<file path="config.mk">
export PLATFORM = sky130hd
export DESIGN_NAME = scan_reporter
export DESIGN_NICKNAME = d
export VERILOG_FILES = /design/src/rtl/scan_reporter.sv
export SDC_FILE = /design/constraint.sdc
export NUM_CORES = 1
export LEC_CHECK = 0
export CORE_UTILIZATION = 49
export CTS_CLUSTER_SIZE = 20
export DETAILED_ROUTE_END_ITERATION = 8
export HOLD_SLACK_MARGIN = 0.03
export PLACE_DENSITY = 0.72
export SKIP_CTS_REPAIR_TIMING = 1
export SYNTH_ARGS = -nofsm -noshare
export SYNTH_HDL_FRONTEND = slang
export SYNTH_SLANG_ARGS = --single-unit
export TNS_END_PERCENT = 30
</file>
<file path="constraint.sdc">
create_clock -name clk -period 2.4 [get_ports clk]
set_clock_uncertainty 0.1 [all_clocks]
set_input_delay 0.48 -clock clk [delete_from_list [all_inputs] [get_ports clk]]
set_output_delay 0.48 -clock clk [all_outputs]
set_load 0.01 [all_outputs]
</file>
<file path="src/rtl/scan_reporter.sv">
`default_nettype none
`timescale 1ns/1ps
// ============================================================================
//  Module      : scan_reporter
//  Description : Buffers {angle,distance} scan samples in a small FIFO and
//                serialises each one as a framed byte stream (0xA5, angle,
//                distance [, checksum]) to a CoreUART transmitter. Samples
//                arriving while the FIFO is full are dropped and counted.
//                Optional feature macro: SCAN_REPORTER_CHECKSUM_EN adds a
//                fourth byte (0xA5 ^ angle ^ distance) to every frame.
//  Revision    : 1.0 - initial release
// ============================================================================
module scan_reporter #(
    parameter int FIFO_DEPTH = 4
) (
    input  logic       clk,
    input  logic       rst,
    input  logic       sample_valid,
    input  logic [7:0] angle,
    input  logic [7:0] distance,
    input  logic       txrdy,
    output logic       wen,
    output logic [7:0] data_in,
    output logic       overflow,
    output logic [7:0] drop_cnt,
    output logic       busy
);

    localparam int              c_ptr_w    = $clog2(FIFO_DEPTH);
    localparam logic [c_ptr_w:0] c_depth   = (c_ptr_w + 1)'(FIFO_DEPTH);
    localparam logic [7:0]      c_hdr_byte = 8'hA5;

    typedef enum logic [2:0] {
        ST_IDLE = 3'd0,
        ST_HDR  = 3'd1,
        ST_ANG  = 3'd2,
        ST_DIST = 3'd3,
`ifdef SCAN_REPORTER_CHECKSUM_EN
        ST_CSUM = 3'd5,
`endif
        ST_GAP  = 3'd4
    } state_t;

    // FIFO storage and bookkeeping
    logic [15:0]        mem_q [FIFO_DEPTH];
    logic [c_ptr_w-1:0] wr_ptr_q, wr_ptr_d;
    logic [c_ptr_w-1:0] rd_ptr_q, rd_ptr_d;
    logic [c_ptr_w:0]   count_q,  count_d;

    // Drop tracking
    logic               overflow_q, overflow_d;
    logic [7:0]         drop_cnt_q, drop_cnt_d;

    // Frame sequencer
    state_t             state_q, state_d;
    state_t             next_q,  next_d;
    logic [7:0]         frame_ang_q,  frame_ang_d;
    logic [7:0]         frame_dist_q, frame_dist_d;
    logic               wen_q,  wen_d;
    logic [7:0]         data_q, data_d;

    logic               w_full;
    logic               w_empty;
    logic               w_push;
    logic               w_drop;
    logic               w_pop;
    logic [15:0]        w_head;

    // Full is judged on the current occupancy, so a sample is dropped even
    // when the sequencer pops in the same cycle.
    assign w_full  = (count_q == c_depth);
    assign w_empty = (count_q == '0);
    assign w_push  = sample_valid && !w_full;
    assign w_drop  = sample_valid &&  w_full;
    assign w_pop   = (state_q == ST_IDLE) && !w_empty;
    assign w_head  = mem_q[rd_ptr_q];

    // FIFO pointer/occupancy update and drop counter next-state
    always_comb begin
        wr_ptr_d   = wr_ptr_q;
        rd_ptr_d   = rd_ptr_q;
        count_d    = count_q;
        overflow_d = w_drop;
        drop_cnt_d = drop_cnt_q;
        if (w_push) begin
            wr_ptr_d = wr_ptr_q + 1'b1;
        end
        if (w_pop) begin
            rd_ptr_d = rd_ptr_q + 1'b1;
        end
        case ({w_push, w_pop})
            2'b10:   count_d = count_q + 1'b1;
            2'b01:   count_d = count_q - 1'b1;
            default: count_d = count_q;
        endcase
        if (w_drop && (drop_cnt_q != 8'hFF)) begin
            drop_cnt_d = drop_cnt_q + 8'd1;
        end
    end

    // FIFO payload storage; contents are don't-care until written
    always_ff @(posedge clk) begin
        if (w_push) begin
            mem_q[wr_ptr_q] <= {angle, distance};
        end
    end

    // Frame sequencer next-state and registered UART outputs
    always_comb begin
        state_d      = state_q;
        next_d       = next_q;
        frame_ang_d  = frame_ang_q;
        frame_dist_d = frame_dist_q;
        wen_d        = 1'b0;
        data_d       = data_q;
        case (state_q)
            ST_IDLE: begin
                if (!w_empty) begin
                    {frame_ang_d, frame_dist_d} = w_head;
                    state_d = ST_HDR;
                end
            end
            ST_HDR: begin
                if (txrdy) begin
                    wen_d   = 1'b1;
                    data_d  = c_hdr_byte;
                    next_d  = ST_ANG;
                    state_d = ST_GAP;
                end
            end
            ST_ANG: begin
                if (txrdy) begin
                    wen_d   = 1'b1;
                    data_d  = frame_ang_q;
                    next_d  = ST_DIST;
                    state_d = ST_GAP;
                end
            end
            ST_DIST: begin
                if (txrdy) begin
                    wen_d   = 1'b1;
                    data_d  = frame_dist_q;
`ifdef SCAN_REPORTER_CHECKSUM_EN
                    next_d  = ST_CSUM;
`else
                    next_d  = ST_IDLE;
`endif
                    state_d = ST_GAP;
                end
            end
`ifdef SCAN_REPORTER_CHECKSUM_EN
            ST_CSUM: begin
                if (txrdy) begin
                    wen_d   = 1'b1;
                    data_d  = c_hdr_byte ^ frame_ang_q ^ frame_dist_q;
                    next_d  = ST_IDLE;
                    state_d = ST_GAP;
                end
            end
`endif
            ST_GAP: begin
                // One idle cycle between bytes regardless of txrdy
                state_d = next_q;
            end
            default: begin
                state_d = ST_IDLE;
            end
        endcase
    end

    // State register for FIFO control, drop tracking and sequencer
    always_ff @(posedge clk) begin
        if (rst) begin
            wr_ptr_q     <= '0;
            rd_ptr_q     <= '0;
            count_q      <= '0;
            overflow_q   <= 1'b0;
            drop_cnt_q   <= 8'd0;
            state_q      <= ST_IDLE;
            next_q       <= ST_IDLE;
            frame_ang_q  <= 8'd0;
            frame_dist_q <= 8'd0;
            wen_q        <= 1'b0;
            data_q       <= 8'd0;
        end else begin
            wr_ptr_q     <= wr_ptr_d;
            rd_ptr_q     <= rd_ptr_d;
            count_q      <= count_d;
            overflow_q   <= overflow_d;
            drop_cnt_q   <= drop_cnt_d;
            state_q      <= state_d;
            next_q       <= next_d;
            frame_ang_q  <= frame_ang_d;
            frame_dist_q <= frame_dist_d;
            wen_q        <= wen_d;
            data_q       <= data_d;
        end
    end

    assign wen      = wen_q;
    assign data_in  = data_q;
    assign overflow = overflow_q;
    assign drop_cnt = drop_cnt_q;
    assign busy     = (state_q != ST_IDLE) || !w_empty;

endmodule
`default_nettype wire

</file>
; ---- Yosys cells after proc, flatten, opt, wreduce, memory -nomap -nowiden
; Memories as Yosys holds them, arrays and structs flattened. A register that Yosys moved wholly into a read port is not among the register bits.
; Index checks and enable logic that the tools add are counted.
; Widths: inputs -> output; s select.
[totals]
reg_bits = 31
latchBits = 0
ram_bits = 64
mem_bits_ro = 0
input_bits = 20
memories = 1
[op_classes]
n_addsub = 5
n_mul = 0
div_mod_pow = 0
magnitude_cmp = 0
n_eq_ne = 13
shift = 0
n_mux = 15
n_bitwise = 2
n_reduce_logical = 17
[mem_list]
columns = memory, depth, width, read_ports, rd_ports_with_merged_regs, wr, line_no
row1 = mem_q, 4, 16, 1, 1, 1, 45  ; logic [15:0] mem_q [FIFO_DEPTH];
[ops]
columns = cell, count
row1 = $mux 8, 3
row2 = $pmux 8 s3, 1
row3 = $pmux 3 s3, 2
row4 = $mux 3, 5
row5 = $add 8x1->8 const B, 1
row6 = $ne 2x2->1 const B, 4
row7 = $ne 8x8->1 const B, 1
row8 = $eq 3x2->1 const B, 2
row9 = $eq 3x3->1 const B, 2
row10 = $logic_not 3->1, 2
row11 = $pmux 3 s2, 1
row12 = $reduce_bool 3->1, 2
row13 = $add 2x1->2 const B, 2
row14 = $logic_and 1x1->1, 4
row15 = $reduce_and 2->1, 2
row16 = $reduce_and 4->1, 1
row17 = $add 3x1->3 const B, 1
row18 = $eq 3x1->1 const B, 1
row19 = $mux 1, 3
row20 = $reduce_or 3->1, 1
row21 = $sub 3x1->3 const B, 1
row22 = $eq 2x1->1 const B, 1
row23 = $eq 2x2->1 const B, 1
row24 = $logic_not 1->1, 2
row25 = other kinds (5), 6

; ---- Longest topological paths before layout
[depth]
depth_word = 5
depth_mapped = 11
mapped_depth_nobuf = 9

; ---- Least setup slack after synthesis
; No wires, ideal clock.
[synth_path]
kind = reg-to-reg
startpoint = reg state_q[0]
endpoint = reg count_q[2]
setup_time_ns = 0.070
t_arrival_ns = 2.159
setup_slack_ns = 0.070
stages_incl_launch_ff = 12
n_path_buf = 2
synth_period_minus_slack_ns = 2.330
path_cell_list = dfxtp_1 -> buf_6 -> nor3_4 -> nand2_4 -> inv_2 -> buf_6 -> ha_1 -> inv_1 -> fa_1 -> xor2_1 -> or3_1 -> a21oi_1
[synth_between]
elab_chain_len = 4
word_cells_on_any_way = 6
cone_classes = eq/ne (2) / mux (1) / reduce/logical (3)
[synth_rtl]
columns = element, line_no
row1 = start: declaration, 55  ; state_t state_q, state_d;
row2 = start signal: assignment, 191  ; state_q <= state_d;
row3 = $logic_not 3->1 *, 75  ; assign w_pop = (state_q == ST_IDLE) && !w_empty;
row4 = $logic_and 1x1->1 *, 75
row5 = via w_pop, 66  ; logic w_pop;
row6 = $eq 2x1->1 / $eq 2x2->1 (equally long branches), 91  ; case ({w_push, w_pop})
row7 = $pmux 3 s2 / $reduce_bool 2->1 (equally long branches), n/a
row8 = end signal: assignment, 188  ; count_q <= count_d;
row9 = end: declaration, 48  ; logic [c_ptr_w:0] count_q, count_d;
; The timed path passes the listed nets; every way through them passes the cells marked *.
; A chain may end at the register's enable or synchronous reset.

; ---- Worst setup path in the final report
[layout_path]
startpoint = reg state_q[0]
endpoint = reg count_q[2]
[layout_between]
elab_chain_len = 4
word_cells_on_any_way = 6
cone_classes = eq/ne (2) / mux (1) / reduce/logical (3)
[layout_rtl]
columns = element, line_no
row1 = $logic_not 3->1 *, 75
row2 = $logic_and 1x1->1 *, 75
row3 = $eq 2x1->1 / $eq 2x2->1 (equally long branches), 91
row4 = $pmux 3 s2 / $reduce_bool 2->1 (equally long branches), n/a
; Every way passes the cells marked *; elsewhere a longest branch is shown, timed or not.

==> reports/qor_table.md <==
| Quantity | Value | Unit |
| --- | --- | --- |
| Status | finished clean | - |
| Router iterations before antenna repair | 4 | - |
| Most frequently used flop master after synthesis | sky130_fd_sc_hd__edfxtp_1 | - |
| Gp weighted congestion | 0.7633 | - |
| Post-synth EDFFs | 64 | - |
| Sort of element at the end of the critical path | flop | - |
| Number of nets in the final layout | 386 | - |
| Count of input and output buffers | 38 | - |
| Cell types occupying the most area after synthesis | sky130_fd_sc_hd__edfxtp_1 44%, sky130_fd_sc_hd__dfxtp_1 21%, sky130_fd_sc_hd__mux4_2 8.3%, sky130_fd_sc_hd__nand2_1 3.4%, sky130_fd_sc_hd__a21oi_1 2.8% | - |
| Share of final-layout standard cells stronger than drive strength 1 | 0.1566 | - |
| Starting utilization of the core area | 0.5168 | - |
| Iteration-0 DRC count of the detailed router | 145 | - |
| Sum of routed wire length over all layers | 7200 | µm |
| Fin crit share | 0.8642 | - |
| Number of standard-cell rows in the floorplan | 33 | - |
| Endpoints failing setup | 0 | - |
| Number of slew-limit violations in the final report | 0 | - |
| Synthesized area per cell | 13.88 | µm² |
| Buffers from clock root to sink, at most | 2 | - |
| IO Count | 39 | - |
| Wire length of the first global-routing pass | 11970 | µm |
| Maximum level of the CTS H-tree | 3 | - |
| Total clock buffers created by CTS | 9 | - |
| Final std cells w/o fill | 469 | - |
| Synth Register Bits | 110 | - |
| Standby leakage power | 1.743 | nW |
| Final Critical Period | 2.074 | ns |
| Vias | 2488 | - |
| Startpoint types | flop | - |
| Area growth, synth to finish | 17.24 | % |
| Via count of the first global-routing pass | 2473 | - |
| Portion of synthesized cell area occupied by the leading cell type | 0.4437 | - |
| Count of unique library cells instantiated by Yosys | 44 | - |
| Synth Warn # | 0 | - |
| Number of antenna repair diodes | 0 | - |
| Chip width | 96.02 | µm |
| Highest attainable clock frequency | 482.2 | MHz |
| WP data arrival | 2.28 | ns |
| Top library cells by usage in the layout, fill and taps aside | 64 x sky130_fd_sc_hd__edfxtp_1, 46 x sky130_fd_sc_hd__dfxtp_1, 39 x sky130_fd_sc_hd__nand2_1, 37 x sky130_fd_sc_hd__clkdlybuf4s50_1, 24 x sky130_fd_sc_hd__a21oi_1 | - |
| Final HPWL DP | 4578 | µm |
| CORE AREA | 0.008382 | mm² |
| DR vias/cell | 5.305 | - |
| Reported max-cap violation count | 0 | - |
| IR drop worst, VDD | 0.0005682 | V |
| Worst endpoint required time | 2.61 | ns |
| Initial antenna violation count | 0 | - |
| Routed length on met3 | 273 | µm |
| Type of the tightest min-delay check | flop to flop | - |
| Clock tree root driver cell | sky130_fd_sc_hd__clkbuf_8 | - |
| Total power density per cell area | 967.6 | mW/mm² |
| Commonest non-fill, non-tap cell in the layout | sky130_fd_sc_hd__edfxtp_1 | - |
| Finished Core Util | 0.6059 | - |
| Worst Tran Pin Value | 0.4686 | ns |
| Die Ht | 96.02 | µm |
| Clock slew seen by the registers of the worst setup and hold paths | 0.10 | ns |
| Filler cells | 653 | - |
| Hold violation total from the final report | 0 | - |
| Number of instances in the synthesized netlist | 312 | - |
| Worst setup path category | flop to flop | - |
| Met1 routed wirelength after detailed routing | 3179 | µm |
| Antenna violation net count after detailed routing | 0 | - |
| Highest metal used | met4 | - |
| Largest fanout of any net on the critical path | 3 | - |
| Insertion delay to the later sink of the worst-skew pair | 0.37 | ns |
| Number of placed instances, taps included | 453 | - |
| Remaining global-route overflow | 0 | - |
| TritonCTS clock tree | done | - |
| Yosys top cell by area | sky130_fd_sc_hd__edfxtp_1 | - |
| Net count after synthesis | 339 | - |
| GRT Total Usage | 0.1807 | - |
| Sequential share of the synthesized area | 0.6563 | - |
| Syn Std Cell Area | 0.004332 | mm² |
| Post-DR wirelength/cell | 15.35 | µm |
| Residual DRC | 0 | - |
| Unrepaired setup endpoints after global routing | false | - |
| CTS sink cnt | 110 | - |
| Max_slew headroom | 0.6876 | - |
| Die Area | 0.009220 | mm² |
| Largest net degree at the start of global routing | 47 | - |
| Met2 wire length | 3643 | µm |
| Async set-or-reset flop fraction in the synthesized netlist | 0 | - |
[critical path, cell delays in order, from the launching register on]
cell                      delay [ns]
sky130_fd_sc_hd__dfxtp_1        0.35
sky130_fd_sc_hd__nor3_4         0.26
sky130_fd_sc_hd__nand2_4        0.07
sky130_fd_sc_hd__inv_2          0.05
sky130_fd_sc_hd__ha_1           0.14
sky130_fd_sc_hd__inv_1          0.05
sky130_fd_sc_hd__fa_1           0.37
sky130_fd_sc_hd__xor2_1         0.16
sky130_fd_sc_hd__or3_1          0.31
sky130_fd_sc_hd__a21oi_1        0.14
[flip-flops by register name, indices dropped and copies added, names as in the netlist]
signal,cells
drop_cnt,8
mem_q,64
frame_ang_q,8
data_in,8
overflow,1
state_q,3
wen,1
frame_dist_q,8
count_q,3
rd_ptr_q,2
next_q,2
wr_ptr_q,2
[kinds of logic after synthesis]
group / synth area share
multiplexers: 0.09821
AO/OA/AOI/OAI: 0.06615
XOR/XNOR: 0.02022
buffers and inverters: 0.03235
flip-flops: 0.6563
adder cells (fa/ha/maj): 0.02195
AND/OR/NAND/NOR: 0.1049
[through the flow]
stage | area [µm²] | power [mW] | worst slack, ns | setup TNS [ns] | hold WS (ns)
after floorplan | 4332 | 3.532 | 0.07022 | 0 | 0.3329
after global placement | 4896 | 3.929 | 0.006930 | 0 | 0.3442
after detailed placement | 4896 | 3.971 | -0.05802 | -0.05802 | 0.3476
after CTS | 5076 | 4.993 | 0.01526 | 0 | 0.3624
after global routing | 5079 | 5.240 | 0.1994 | 0 | 0.3768
final | 5079 | 4.914 | 0.3260 | 0 | 0.3602
[synth_stat cells (6+ instances only)]
master and n:
sky130_fd_sc_hd__inv_1 9, sky130_fd_sc_hd__dfxtp_1 46, sky130_fd_sc_hd__a21oi_1 24, sky130_fd_sc_hd__and2_1 6, sky130_fd_sc_hd__nor2_1 23, sky130_fd_sc_hd__o21ai_0 6, sky130_fd_sc_hd__nand2_1 39, sky130_fd_sc_hd__a211oi_1 6
sky130_fd_sc_hd__edfxtp_1 64, sky130_fd_sc_hd__ha_1 6, sky130_fd_sc_hd__xor2_1 8, sky130_fd_sc_hd__mux4_2 16
[path summary, 6_finish.rpt]
check	start	slack, ns	cells after the start	endpoint
worst max-delay path	state_q[0]$_SDFFE_PP0P_	0.33	9	count_q[2]$_SDFFE_PP0P_
worst min-delay path	frame_dist_q[6]$_SDFFE_PP0P_	0.36	2	frame_dist_q[6]$_SDFFE_PP0P_
worst max register to register	state_q[0]$_SDFFE_PP0P_	0.33	9	count_q[2]$_SDFFE_PP0P_
worst min register to register	frame_dist_q[6]$_SDFFE_PP0P_	0.36	2	frame_dist_q[6]$_SDFFE_PP0P_
[cell type report]
cell class,count,area (µm²),share of cell area
Clock buffer,9,123.9,0.02439
Clock inverter,7,56.30,0.01109
Inverter,10,37.54,0.007391
Timing Repair Buffer,52,538.0,0.1059
Multi-Input combinational cell,176,1349,0.2656
Sequential cell,110,2843,0.5597
Tap cell,105,131.4,0.02587
[where the power goes]
group	leakage (nW)	internal, mW	total (mW)	switching, mW
registers	0.962	2.31	2.44	0.133
logic	0.695	0.695	1.45	0.756
clock network	0.0858	0.390	1.02	0.632
[routing by layer]
metal  vias to the layer above  GRT usage
met1                      1199     0.2210
met2                        51     0.3097
met3                         9    0.04976
met4                         0    0.05846
li1                       1229          -
met5                         -          0
No activity file was read; power rests on OpenSTA's default activity.
